### src/rtl/modbus_tx_frame_ctrl.sv
// modbus_tx_frame_ctrl: round-robin 7-byte Modbus frame sequencer for the UART TX byte engine with 3.5-char silence
// Define MODBUS_CRC_EN to overwrite bytes 5/6 with a bit-serial CRC-16/Modbus of bytes 0..4 before sending.
module modbus_tx_frame_ctrl #(
  parameter int BIT_CLKS = 5208,
  parameter int GAP_BITS = 39
) (
  input  logic        CLK,
  input  logic        RST,
  input  logic        Req0,
  input  logic [55:0] Frame0,
  input  logic        Req1,
  input  logic [55:0] Frame1,
  output logic        Ack0,
  output logic        Ack1,
  output logic        TX_En,
  output logic [7:0]  TX_Data,
  input  logic        TX_Done_Sig,
  output logic        Busy,
  output logic        Frame_Done
);
  localparam int GAP_CLKS = BIT_CLKS * GAP_BITS;
  localparam int GW = GAP_CLKS > 1 ? $clog2(GAP_CLKS) : 1;
`ifdef MODBUS_CRC_EN
  typedef enum logic [2:0] {IDLE, CRC, SEND, NEXT, GAP} state_t;
  localparam state_t FIRST = CRC;
`else
  typedef enum logic [2:0] {IDLE, SEND, NEXT, GAP} state_t;
  localparam state_t FIRST = SEND;
`endif
  state_t state, state_n;
  logic [55:0] shadow;
  logic [2:0] idx;
  logic ptr, sel, grant, gap_end;
  logic [GW-1:0] gap_cnt;
`ifdef MODBUS_CRC_EN
  logic [5:0] crc_cnt, crc_pos;
  logic [15:0] crc;
  logic crc_fb;
  // bytes 0..4 in send order, each LSB first
  assign crc_pos = 6'd48 - {crc_cnt[5:3], 3'b000} + {3'b000, crc_cnt[2:0]};
  assign crc_fb = crc[0] ^ shadow[crc_pos];
`endif
  always_comb begin
    sel = Req0 & Req1 ? ptr : Req1;
    grant = state == IDLE && (Req0 | Req1) && !RST;
    gap_end = state == GAP && gap_cnt == GW'(GAP_CLKS - 1);
    Ack0 = grant && !sel;
    Ack1 = grant && sel;
    Frame_Done = gap_end && !RST;
    TX_En = state == SEND;
    TX_Data = TX_En ? shadow[6'd48 - {idx, 3'b000} +: 8] : 8'd0;
    state_n = state;
    case (state)
      IDLE: state_n = Req0 | Req1 ? FIRST : IDLE;
`ifdef MODBUS_CRC_EN
      CRC:  state_n = crc_cnt == 6'd40 ? SEND : CRC;
`endif
      SEND: state_n = TX_Done_Sig ? (idx == 3'd6 ? GAP : NEXT) : SEND;
      NEXT: state_n = SEND;
      GAP:  state_n = gap_end ? IDLE : GAP;
      default: state_n = IDLE;
    endcase
  end
  always_ff @(posedge CLK) begin
    if (RST) begin
      state <= IDLE;
      shadow <= '0;
      idx <= '0;
      ptr <= 1'b0;
      gap_cnt <= '0;
      Busy <= 1'b0;
`ifdef MODBUS_CRC_EN
      crc_cnt <= '0;
      crc <= 16'hFFFF;
`endif
    end else begin
      state <= state_n;
      if (grant) begin
        shadow <= sel ? Frame1 : Frame0;
        ptr <= ~sel;
        idx <= '0;
        Busy <= 1'b1;
      end
      if (state == NEXT) idx <= idx + 3'd1;
      gap_cnt <= state == GAP && !gap_end ? gap_cnt + GW'(1) : '0;
      if (gap_end) Busy <= 1'b0;
`ifdef MODBUS_CRC_EN
      crc_cnt <= state == CRC ? crc_cnt + 6'd1 : 6'd0;
      if (grant) crc <= 16'hFFFF;
      else if (state == CRC && crc_cnt != 6'd40) crc <= {1'b0, crc[15:1]} ^ (crc_fb ? 16'hA001 : 16'h0000);
      if (state == CRC && crc_cnt == 6'd40) shadow[15:0] <= {crc[7:0], crc[15:8]};
`endif
    end
  end
endmodule

### config.mk
export PLATFORM = sky130hd
export DESIGN_NAME = modbus_tx_frame_ctrl
export DESIGN_NICKNAME = d
export VERILOG_FILES = /design/src/rtl/modbus_tx_frame_ctrl.sv
export SDC_FILE = /design/constraint.sdc
export NUM_CORES = 1
export LEC_CHECK = 0
export ABC_AREA = 1
export ABC_CLOCK_PERIOD_IN_PS = 4100
export BUFFER_PORTS_ARGS = -buffer_cell sky130_fd_sc_hd__buf_2
export CAP_MARGIN = 20
export CELL_PAD_IN_SITES_DETAIL_PLACEMENT = 2
export CELL_PAD_IN_SITES_GLOBAL_PLACEMENT = 2
export CORE_MARGIN = 2
export CORE_UTILIZATION = 25
export DETAILED_ROUTE_END_ITERATION = 12
export GPL_TIMING_DRIVEN = 0
export PLACE_DENSITY_LB_ADDON = 0.3
export SLEW_MARGIN = 10
export SYNTH_ARGS = -nofsm -noshare
export SYNTH_HDL_FRONTEND = slang
export SYNTH_SLANG_ARGS = --single-unit
export TNS_END_PERCENT = 50
### constraint.sdc
create_clock -name CLK -period 4.1 [get_ports CLK]
set_input_delay 0.205 -clock CLK [delete_from_list [all_inputs] [get_ports CLK]]
set_output_delay 0.205 -clock CLK [all_outputs]
set_load 0.05 [all_outputs]
# After elaboration in Yosys (flattened, before gate mapping)
# Index checks and enable logic that the tools add are counted.
# classes
add_sub_neg	3
mul	0
div	0
order_cmp	0
n_eq_ne	5
shifts	1
mux	10
n_bitwise	4
n_reduce_logical	14
# ops
operator	count
$mux W56	1
$shiftx A56 B7 Y8	1
$add A18 B1 Y18 const B	1
$eq A18 B18 Y1 const B	1
$mux W8	1
$pmux W2 S4	1
$logic_and A1 B1 Y1	7
$eq A3 B2 Y1 const B	2
$mux W3	2
$sub A6 B6 Y6 const A	1
$mux W2	2
$reduce_or A2 Y1	2
$add A3 B1 Y3 const B	1
$eq A3 B1 Y1 const B	1
$eq A3 B3 Y1 const B	1
$logic_not A1 Y1	3
$logic_not A3 Y1	1
$mux W1	3
$not A1 Y1	2
$reduce_bool A2 Y1	1
$and A1 B1 Y1	1
$or A1 B1 Y1	1
# word_totals
ff_bits	82
latchBits	0
ramBits	0
mem_bits_ro	0
output_inout_bits	13
elab_cells	43
memories	0

# Depth between registers and ports, before layout
# Gate-level depths: netlist (run 1).
# depth
word_depth	6
ltp_mapped	12

# Worst setup path before layout (run 1)
# Ideal clock, no wire load.
# synth_timing
path_kind	reg-to-output
start	register idx[0]
end	output TX_Data[0]
arrival_time_ps	2498
t_required_ps	3895
path_slack_ps	1397
path_stages_with_launch	11
n_path_buf	4
path_cell_list	dfxtp_1 buf_2 inv_1 buf_2 ha_1 buf_2 inv_2 clkbuf_1 o21ai_0 o211a_1 nor2_1
# synth_between
elab_chain_len	3
# synth_lines
element	line	rtl
start, declared	32	logic [2:0] idx;
start signal, assigned	84	if (state == NEXT) idx <= idx + 3'd1;
$sub A6 B6 Y6	51	TX_Data = TX_En ? shadow[6'd48 - {idx, 3'b000} +: 8] : 8'd0;
$shiftx A56 B7 Y8	51	
$mux W8	51	
end, declared	16	output logic [7:0] TX_Data,
# Every way passes these cells.

# Worst setup path in the final report (run 1)
# layout_timing
start	register idx[0]
end	output TX_Data[4]
# The elaborated chain is that of the path after synthesis.

==> results of run 1 <==
-- how the worst max path moves through the flow --
stage,start,endpoint,depth (start not counted)
6_report,idx[0],TX_Data[4],11
5_1_grt,idx[0],TX_Data[1],11
4_1_cts,idx[0],TX_Data[4],11
3_5_place_dp,idx[0],TX_Data[4],11
3_3_place_gp,idx[0],TX_Data[4],11
2_1_floorplan,idx[0],TX_Data[0],10
-- cell type report --
| class | instances | share of cell area, % |
|---|---|---|
| multi-input combinational | 578 | 44.96 |
| inverter | 17 | 1.125 |
| sequential | 81 | 28.59 |
| timing repair buffer | 128 | 11.29 |
| clock inverter | 6 | 1.213 |
| tap | 225 | 4.964 |
| clock buffer | 10 | 4.037 |
| buffer | 48 | 3.816 |
-- metal layers --
metal  up-vias  GRT usage (%)  routed length, um
li1       2610              -                  -
met1      2470          24.64               8234
met2        74          32.64               8005
met3        12          3.054                531
met4         0          3.952                148
met5         -              0                  0
-- power by group --
| part | switching [mW] | total (mW) | internal [mW] |
|---|---|---|---|
| Combinational | 0.279 | 0.427 | 0.148 |
| Clock | 0.349 | 0.822 | 0.473 |
| Sequential | 0.0278 | 0.860 | 0.832 |
| Total | 0.656 | 2.11 | 1.45 |
-- per-stage QoR --
step,util (%),instance area [sq um],cells
detailed placement,30.96,5374,1077
finish,32.68,5672,1093
global placement,30.96,5374,1077
floorplan,-,4452,724
CTS,32.68,5672,1093
global route,32.68,5672,1093
-- Yosys cell counts --
library cell  instances
buf_1                 6
xor2_1                5
nor2_1               87
buf_2                14
inv_1                15
o211a_1               8
inv_2                 2
o21bai_1              1
nand4_1               4
a21oi_1              66
or2_2                 1
nor3_2                1
nand2_1             285
nor3b_1               1
o21ai_0              36
buf_4                 5
nand2_2               1
nand3_1              70
dfxtp_1              81
ha_1                  3
clkbuf_1             23
xnor2_1               5
nand3b_1              2
nor3_1                2
-- flip-flops by register name, summed over array words and instances, names as in the netlist --
signal,count
shadow,56
gap_cnt,18
idx,3
state,2
Busy,1
ptr,1
-- worst min-delay path, delay by kind of cell --
family        cells  cell delay [ns]
buf+inv           1             0.11
simple gates      2             0.13
-- logic make-up after synthesis --
kind of cell | count (synthesis)
buf+inv | 65
simple gates | 454
xor+xnor | 10
fa+ha+maj | 3
compound gates | 111
flops | 81
==> results_dict.tcl, run 1 <==
set metrics [dict create \
    setup_ws_ns 0.5877 \
    area_growth_pct 27.40 \
    ant_nets 0 \
    core_area_sq_um 17360 \
    cts-root-buf "clkbuf_16" \
    critPathMaxFanout 10 \
    whs_ns 0.1395 \
    final_cell_mix "nand2_1, buf_2, nor2_1" \
    synth_area_leader_cell "dfxtp_1" \
    overflow 0 \
    fin_skew_ns 0.007846 \
    rsz0062_at_grt "no" \
    maxSlewHeadroom_pct 51.33 \
    drcViolationCount 0 \
    path_clk_slew_ns 0.06 \
    slowest_delay_ns 0.36 \
    cts_tree "yes" \
    track_usage_pct 18.85 \
    wl_per_cell_um 15.48 \
    cts_sinks 81 \
    muxShareOfSynthArea_pct 0 \
    cp_cell_sequence "buf_2 -> inv_1 -> buf_2 -> ha_1 -> buf_2 -> inv_2 -> clkbuf_1 -> o21ai_0 -> o211a_1 -> nor2_1 -> buf_2" \
    rr_worst_depth 9 \
    final.period_utilization_pct 85.67 \
    power.density_nw_per_um2 371.8 \
    place_hpwl_um 13120 \
    dieArea_sq_um 18890 \
    power_mw 2.109 \
    cp_num_buf_inv 7 \
    yosys.area_share.simple_pct 41.03 \
    cts_hold_buf 0 \
    drive_gt1_share_pct 19.24 \
    worstHoldEndpoint "state[1]" \
    cts-resized-gates 0 \
    peakVddDrop_v 0.0001632 \
    ys_ff_latch 81 \
    postCtsSetupBuffers 0 \
    synthesis.nets 844 \
    ys_types 24 \
    h-tree-depth 3 \
    num-nets-final 983 \
    clock_latency_ns 0.35 \
    yosys.area_share.adder_pct 0.8432 \
    slowest_stage "dfxtp_1" \
    synth-seq-area-share_pct 36.42 \
    die_x_um 137.4 \
    critPathCaptureType "output pin" \
    start_kind "flop" \
    regToRegSetupSlack_ns 1.80 \
    io_pins 130 \
    rr_startpoint "idx[0]" \
    crit_family "buffers and inverters" \
    syn_inst 724 \
    regArea_sq_um 1622 \
    synth_compound_area_share_pct 13.43 \
    required_ns 3.89 \
    hold_path_depth 3 \
    synth_top_family_by_area "simple AND/OR/NAND/NOR gates" \
    period_minus_slack_ns 3.512 \
    worstPathArrival_ns 3.31 \
    grt_pass1_wl_um 27620 \
    maxCapViolCount 0 \
    yosys_warnings 0 \
    port-buffer-count 128 \
    syn-cell-area_sq_um 4452 \
    multi_input_area_sq_um 2550 \
    status "completed" \
    setup_viol 0 \
    crit_type "reg -> out" \
    p_leak_nw 2.514 \
    drv_slew 0 \
    grt_pass1_vias 5484 \
    vias 5166 \
    viasPerCell 4.726 \
    synth_top_area_share_pct 36.42 \
    numCtsBuffers 9 \
    final_common_cell "nand2_1" \
    gp_congestion 0.7613 \
    routed_wl_um 16920 \
    detail_route.first_pass.iterations 4 \
    nFillCells 2188 \
    antenna_found_initial 0 \
    avgSynthCellArea_sq_um 6.149 \
    grt_max_degree 15 \
    die_h_um 137.4 \
    r2r-end "idx[1]" \
    num_antenna_cells 0 \
    clock_path_buffers 2 \
    fin_setup_tns_ns 0 \
    synthTopCellsByArea "dfxtp_1, nand2_1, nand3_1, a21oi_1, nor2_1" \
    hold_violations 0 \
    crit_top_cell "buf_2" \
    place_ws_ns 1.054 \
    initial_core_util_pct 25.65 \
    tightest_slew_ns 0.7249 \
    clock.fmax_mhz 284.7 \
    synth_xor_xnor_area_share_pct 1.967 \
    drt_iter0_drc 192 \
    rows 48 \
    hp-class "in -> reg" \
    min-delay-start "TX_Done_Sig" \
]
(Power assumes the default switching activity.)
==> run 2, diff against run 1 <==
--- a/config.mk
+++ b/config.mk
@@ -11,10 +11,12 @@
 export CAP_MARGIN = 20
 export CELL_PAD_IN_SITES_DETAIL_PLACEMENT = 2
 export CELL_PAD_IN_SITES_GLOBAL_PLACEMENT = 2
+export CORE_ASPECT_RATIO = 0.6
 export CORE_MARGIN = 2
 export CORE_UTILIZATION = 25
 export DETAILED_ROUTE_END_ITERATION = 12
 export GPL_TIMING_DRIVEN = 0
+export HOLD_SLACK_MARGIN = 0.15
 export PLACE_DENSITY_LB_ADDON = 0.3
 export SLEW_MARGIN = 10
 export SYNTH_ARGS = -nofsm -noshare
==> results_dict.tcl, run 2 (synthesized netlist as in run 1, its figures left out) <==
set metrics [dict create \
    fin_skew_ns 0.004661 \
    overflow 0 \
    detail_route.first_pass.iterations 4 \
    place_hpwl_um 14520 \
    maxCapViolCount 0 \
    vias 5185 \
    slowest_delay_ns 0.36 \
    gp_congestion 0.8076 \
    numCtsBuffers 9 \
    drcViolationCount 0 \
    routed_wl_um 18160 \
    cts_sinks 81 \
    ant_nets 0 \
    dieArea_sq_um 18930 \
    start_kind "flop" \
    clock_path_buffers 2 \
    core_area_sq_um 17270 \
    required_ns 3.89 \
    cp_num_buf_inv 7 \
    crit_family "buffers and inverters" \
    grt_max_degree 14 \
    grt_pass1_vias 5447 \
    postPlaceCellArea_sq_um 5385 \
    tightest_slew_ns 0.7078 \
    viasPerCell 4.701 \
    power.density_nw_per_um2 366.5 \
    nFillCells 2180 \
    met1_usage_pct 30.47 \
    cts_tree "yes" \
    fin_setup_tns_ns 0 \
    period_minus_slack_ns 3.556 \
    drt_iter0_drc 239 \
    maxSlewHeadroom_pct 52.48 \
    final_cells 1103 \
    num-nets-final 984 \
    cp_cell_sequence "buf_2 -> inv_1 -> buf_2 -> ha_1 -> buf_2 -> inv_2 -> clkbuf_1 -> o21ai_0 -> o211a_1 -> nor2_1 -> buf_2" \
    final_area_sq_um 5679 \
    final.period_utilization_pct 86.74 \
    setup_viol 0 \
    grtUsageMet3_pct 3.955 \
    cts-resized-gates 0 \
    whs_ns 0.2071 \
    largest_register_ffs 56 \
    top_regs "shadow (56), gap_cnt (18), idx (3)" \
    clock_latency_ns 0.34 \
    area_growth_pct 27.57 \
    top_usage_layer "met1" \
    peakVddDrop_v 0.0001899 \
    worstPathArrival_ns 3.35 \
    die_h_um 107.4 \
    hold_violations 0 \
    rsz0062_at_grt "no" \
    h-tree-depth 3 \
    track_usage_pct 19.91 \
    postCtsSetupBuffers 0 \
    crit_type "reg -> out" \
    cts_hold_buf 1 \
    p_leak_nw 2.518 \
    drv_slew 0 \
    grt_pass1_wl_um 29420 \
    num_antenna_cells 0 \
    rows 37 \
    final_common_cell "nand2_1" \
    port-buffer-count 128 \
    initial_core_util_pct 25.78 \
    clock.fmax_mhz 281.2 \
    path_clk_slew_ns 0.06 \
    dp.cells 1086 \
    die_x_um 176.3 \
    io_pins 130 \
    cts-root-buf "clkbuf_16" \
    wl_per_cell_um 16.47 \
    crit_top_cell "buf_2" \
    grtUsageMet2_pct 28.96 \
    hp-class "in -> reg" \
    final_cell_mix "nand2_1, buf_2, nor2_1" \
    top_register "shadow" \
    antenna_found_initial 1 \
    drive_gt1_share_pct 19.22 \
    slowest_stage "dfxtp_1" \
    status "completed" \
    critPathCaptureType "output pin" \
    final_util_pct 32.89 \
    critPathMaxFanout 10 \
]
[run 2: cell count changes in the layout (fill, tap and decap cells not counted), sizes merged]
cell         before  now
clkinvlp          4    3
bufinv            1    0
dlygate4sd3       0    1
clkbuf           33   35
[run 2: path summary, 6_finish.rpt]
path                            startpoint    endpoint  slack (ns)  cells after the start
worst max-delay path                idx[0]  TX_Data[3]        0.54                     11
worst min-delay path            Frame0[40]  shadow[40]        0.21                      5
worst max register to register      idx[0]      idx[1]        1.74                      9
worst min register to register  shadow[27]  shadow[27]        0.47                      2
[run 2: per-layer routing]
| layer | vias to the layer above | wire length [um] |
|---|---|---|
| met2 | 111 | 7070 |
| met4 | 2 | 94 |
| met1 | 2450 | 10070 |
| met5 | - | 13 |
| li1 | 2610 | - |
| met3 | 12 | 913 |
[run 2: power by group]
group | total, mW | internal (mW) | switching, mW
Combinational | 0.439 | 0.148 | 0.291
Clock | 0.781 | 0.443 | 0.338
Sequential | 0.861 | 0.832 | 0.0283
[run 2: cell type report]
cell class | instances | area (sq um) | share of cell area [%]
clock inverter | 4 | 27.53 | 0.4847
timing repair buffer | 129 | 650.6 | 11.46
multi-input combinational | 578 | 2550 | 44.90
buffer | 48 | 216.5 | 3.811
tap | 234 | 292.8 | 5.155
inverter | 17 | 63.81 | 1.124
clock buffer | 12 | 256.5 | 4.516
sequential | 81 | 1622 | 28.55
[run 2: stage by stage]
| step | power [mW] | setup WS, ns |
|---|---|---|
| after floorplan | 1.136 | 1.397 |
| after global placement | 1.306 | 1.033 |
| after detailed placement | 1.318 | 1.011 |
| after CTS | 2.101 | 0.5772 |
| after global routing | 2.197 | 0.2611 |
| final | 2.081 | 0.5436 |
[run 2: tightest hold or removal path: stages]
cell and delay [ns]:
buf_2 0.09, nand2_1 0.05, nand2_1 0.04, nand2_1 0.06, a21oi_1 0.05
==> run 3, diff against run 2 <==
--- a/config.mk
+++ b/config.mk
@@ -17,7 +17,7 @@
 export DETAILED_ROUTE_END_ITERATION = 12
 export GPL_TIMING_DRIVEN = 0
 export HOLD_SLACK_MARGIN = 0.15
-export PLACE_DENSITY_LB_ADDON = 0.3
+export PLACE_DENSITY = 0.73
 export SLEW_MARGIN = 10
 export SYNTH_ARGS = -nofsm -noshare
 export SYNTH_HDL_FRONTEND = slang
==> results_dict.tcl, run 3 (synthesized netlist as in run 1, its figures left out) <==
set metrics [dict create \
    worstPathArrival_ns 3.37 \
    power.density_nw_per_um2 399.1 \
    routed_wl_um 19340 \
    drcViolationCount 0 \
    hold_violations 0 \
    ant_nets 0 \
    place_ws_ns 0.9456 \
    drive_gt1_share_pct 19.15 \
    drv_slew 0 \
    hp-class "in -> reg" \
    area_growth_pct 29.01 \
    grt_pass1_wl_um 30750 \
    track_usage_pct 21.03 \
    cts_hold_buf 0 \
    drt_iter0_drc 236 \
    grt_pass1_vias 5696 \
    initial_core_util_pct 25.78 \
    h-tree-depth 3 \
    port-buffer-count 128 \
    fin_setup_tns_ns 0 \
    rows 37 \
    final_common_cell "nand2_1" \
    critPathMaxFanout 10 \
    required_ns 3.89 \
    setup_viol 0 \
    slowest_stage "clkbuf_1" \
    multi_input_area_sq_um 2550 \
    clock_latency_ns 0.34 \
    place_hpwl_um 15500 \
    cts-resized-gates 0 \
    cp_num_buf_inv 7 \
    numCtsBuffers 9 \
    critPathCaptureType "output pin" \
    start_kind "flop" \
    wl_per_cell_um 17.56 \
    period_minus_slack_ns 3.575 \
    maxCapViolCount 0 \
    status "completed" \
    cts-root-buf "clkbuf_16" \
    slowest_delay_ns 0.36 \
    crit_top_cell "buf_2" \
    largest_register_ffs 56 \
    rsz0062_at_grt "no" \
    regArea_sq_um 1622 \
    die_x_um 176.3 \
    peakVddDrop_v 0.0001908 \
    viasPerCell 4.785 \
    path_clk_slew_ns 0.06 \
    clock.fmax_mhz 279.7 \
    die_h_um 107.4 \
    maxSlewHeadroom_pct 52.59 \
    power_mw 2.292 \
    num_antenna_cells 0 \
    cts_sinks 81 \
    setup_ws_ns 0.5248 \
    antenna_found_initial 0 \
    gp_congestion 0.8479 \
    top_register "shadow" \
    tightest_slew_ns 0.7061 \
    core_area_sq_um 17270 \
    nFillCells 2149 \
    cp_cell_sequence "buf_2 -> inv_1 -> buf_2 -> ha_1 -> buf_2 -> inv_2 -> clkbuf_1 -> o21ai_0 -> o211a_1 -> nor2_1 -> buf_2" \
    clock_path_buffers 2 \
    dieArea_sq_um 18930 \
    fin_skew_ns 0.005071 \
    final.period_utilization_pct 87.20 \
    crit_family "buffers and inverters" \
    crit_type "reg -> out" \
    grt_max_degree 14 \
    num-nets-final 983 \
    overflow 0 \
    vias 5268 \
    postCtsSetupBuffers 0 \
    top_regs "shadow (56), gap_cnt (18), idx (3)" \
    detail_route.first_pass.iterations 4 \
    p_leak_nw 2.556 \
    cts_tree "yes" \
    final_cell_mix "nand2_1, buf_2, nor2_1" \
    io_pins 130 \
]
-- run 3: cell types whose count changed in the layout (fill, tap and decap cells not counted) --
cell	delta
bufinv_16	+4
clkinv_2	-1
dlygate4sd3_1	-1
clkbuf_8	-2
clkinv_4	+1
clkinvlp_4	-3
-- run 3: worst reg2reg max path, stage by stage, from the launching register on --
cell      delay [ns]
dfxtp_1         0.34
buf_2           0.24
inv_1           0.17
buf_2           0.24
ha_1            0.31
buf_2           0.18
inv_2           0.16
clkbuf_1        0.36
nand2_1         0.11
a21oi_1         0.14
-- run 3: layer usage --
layer  global-route usage (%)  vias up  share of wire [%]
met4                    3.365        0               0.48
li1                         -     2612                  -
met2                    32.94      116                 43
met1                    30.65     2531                 52
met5                        0        -                  0
met3                    3.531        9                5.2
-- run 3: final cells by class --
class                           instances  area share, %
Multi-Input combinational cell        578          44.40
Sequential cell                        81          28.24
Timing Repair Buffer                  128          11.15
Tap cell                              234          5.098
Clock buffer                           10          3.987
Buffer                                 48          3.769
Clock inverter                          5          2.244
Inverter                               17          1.111
-- run 3: where the power goes --
part | switching [mW] | internal [mW] | total, mW | leakage, nW
Sequential | 0.0293 | 0.832 | 0.862 | 0.660
Clock | 0.335 | 0.655 | 0.990 | 0.173
Combinational | 0.293 | 0.148 | 0.440 | 1.72
Total | 0.657 | 1.64 | 2.29 | 2.56
-- run 3: metrics by stage --
step	util, %	hold WS (ns)	instances	instance area (sq um)
6_report	33.26	0.1591	1101	5743
5_1_grt	33.26	0.1765	1101	5743
4_1_cts	33.26	0.1508	1101	5743
3_5_place_dp	31.19	0.4638	1086	5385
3_3_place_gp	31.19	0.4517	1086	5385
2_1_floorplan	-	0.3440	724	4452
-- run 3: final timing paths --
| kind | cells after the start | startpoint | slack, ns | endpoint |
|---|---|---|---|---|
| worst max register to register | 9 | idx[0] | 1.79 | idx[1] |
| worst min register to register | 2 | shadow[32] | 0.47 | shadow[32] |
| worst max-delay path | 11 | idx[0] | 0.52 | TX_Data[2] |
| worst min-delay path | 3 | TX_Done_Sig | 0.16 | state[1] |
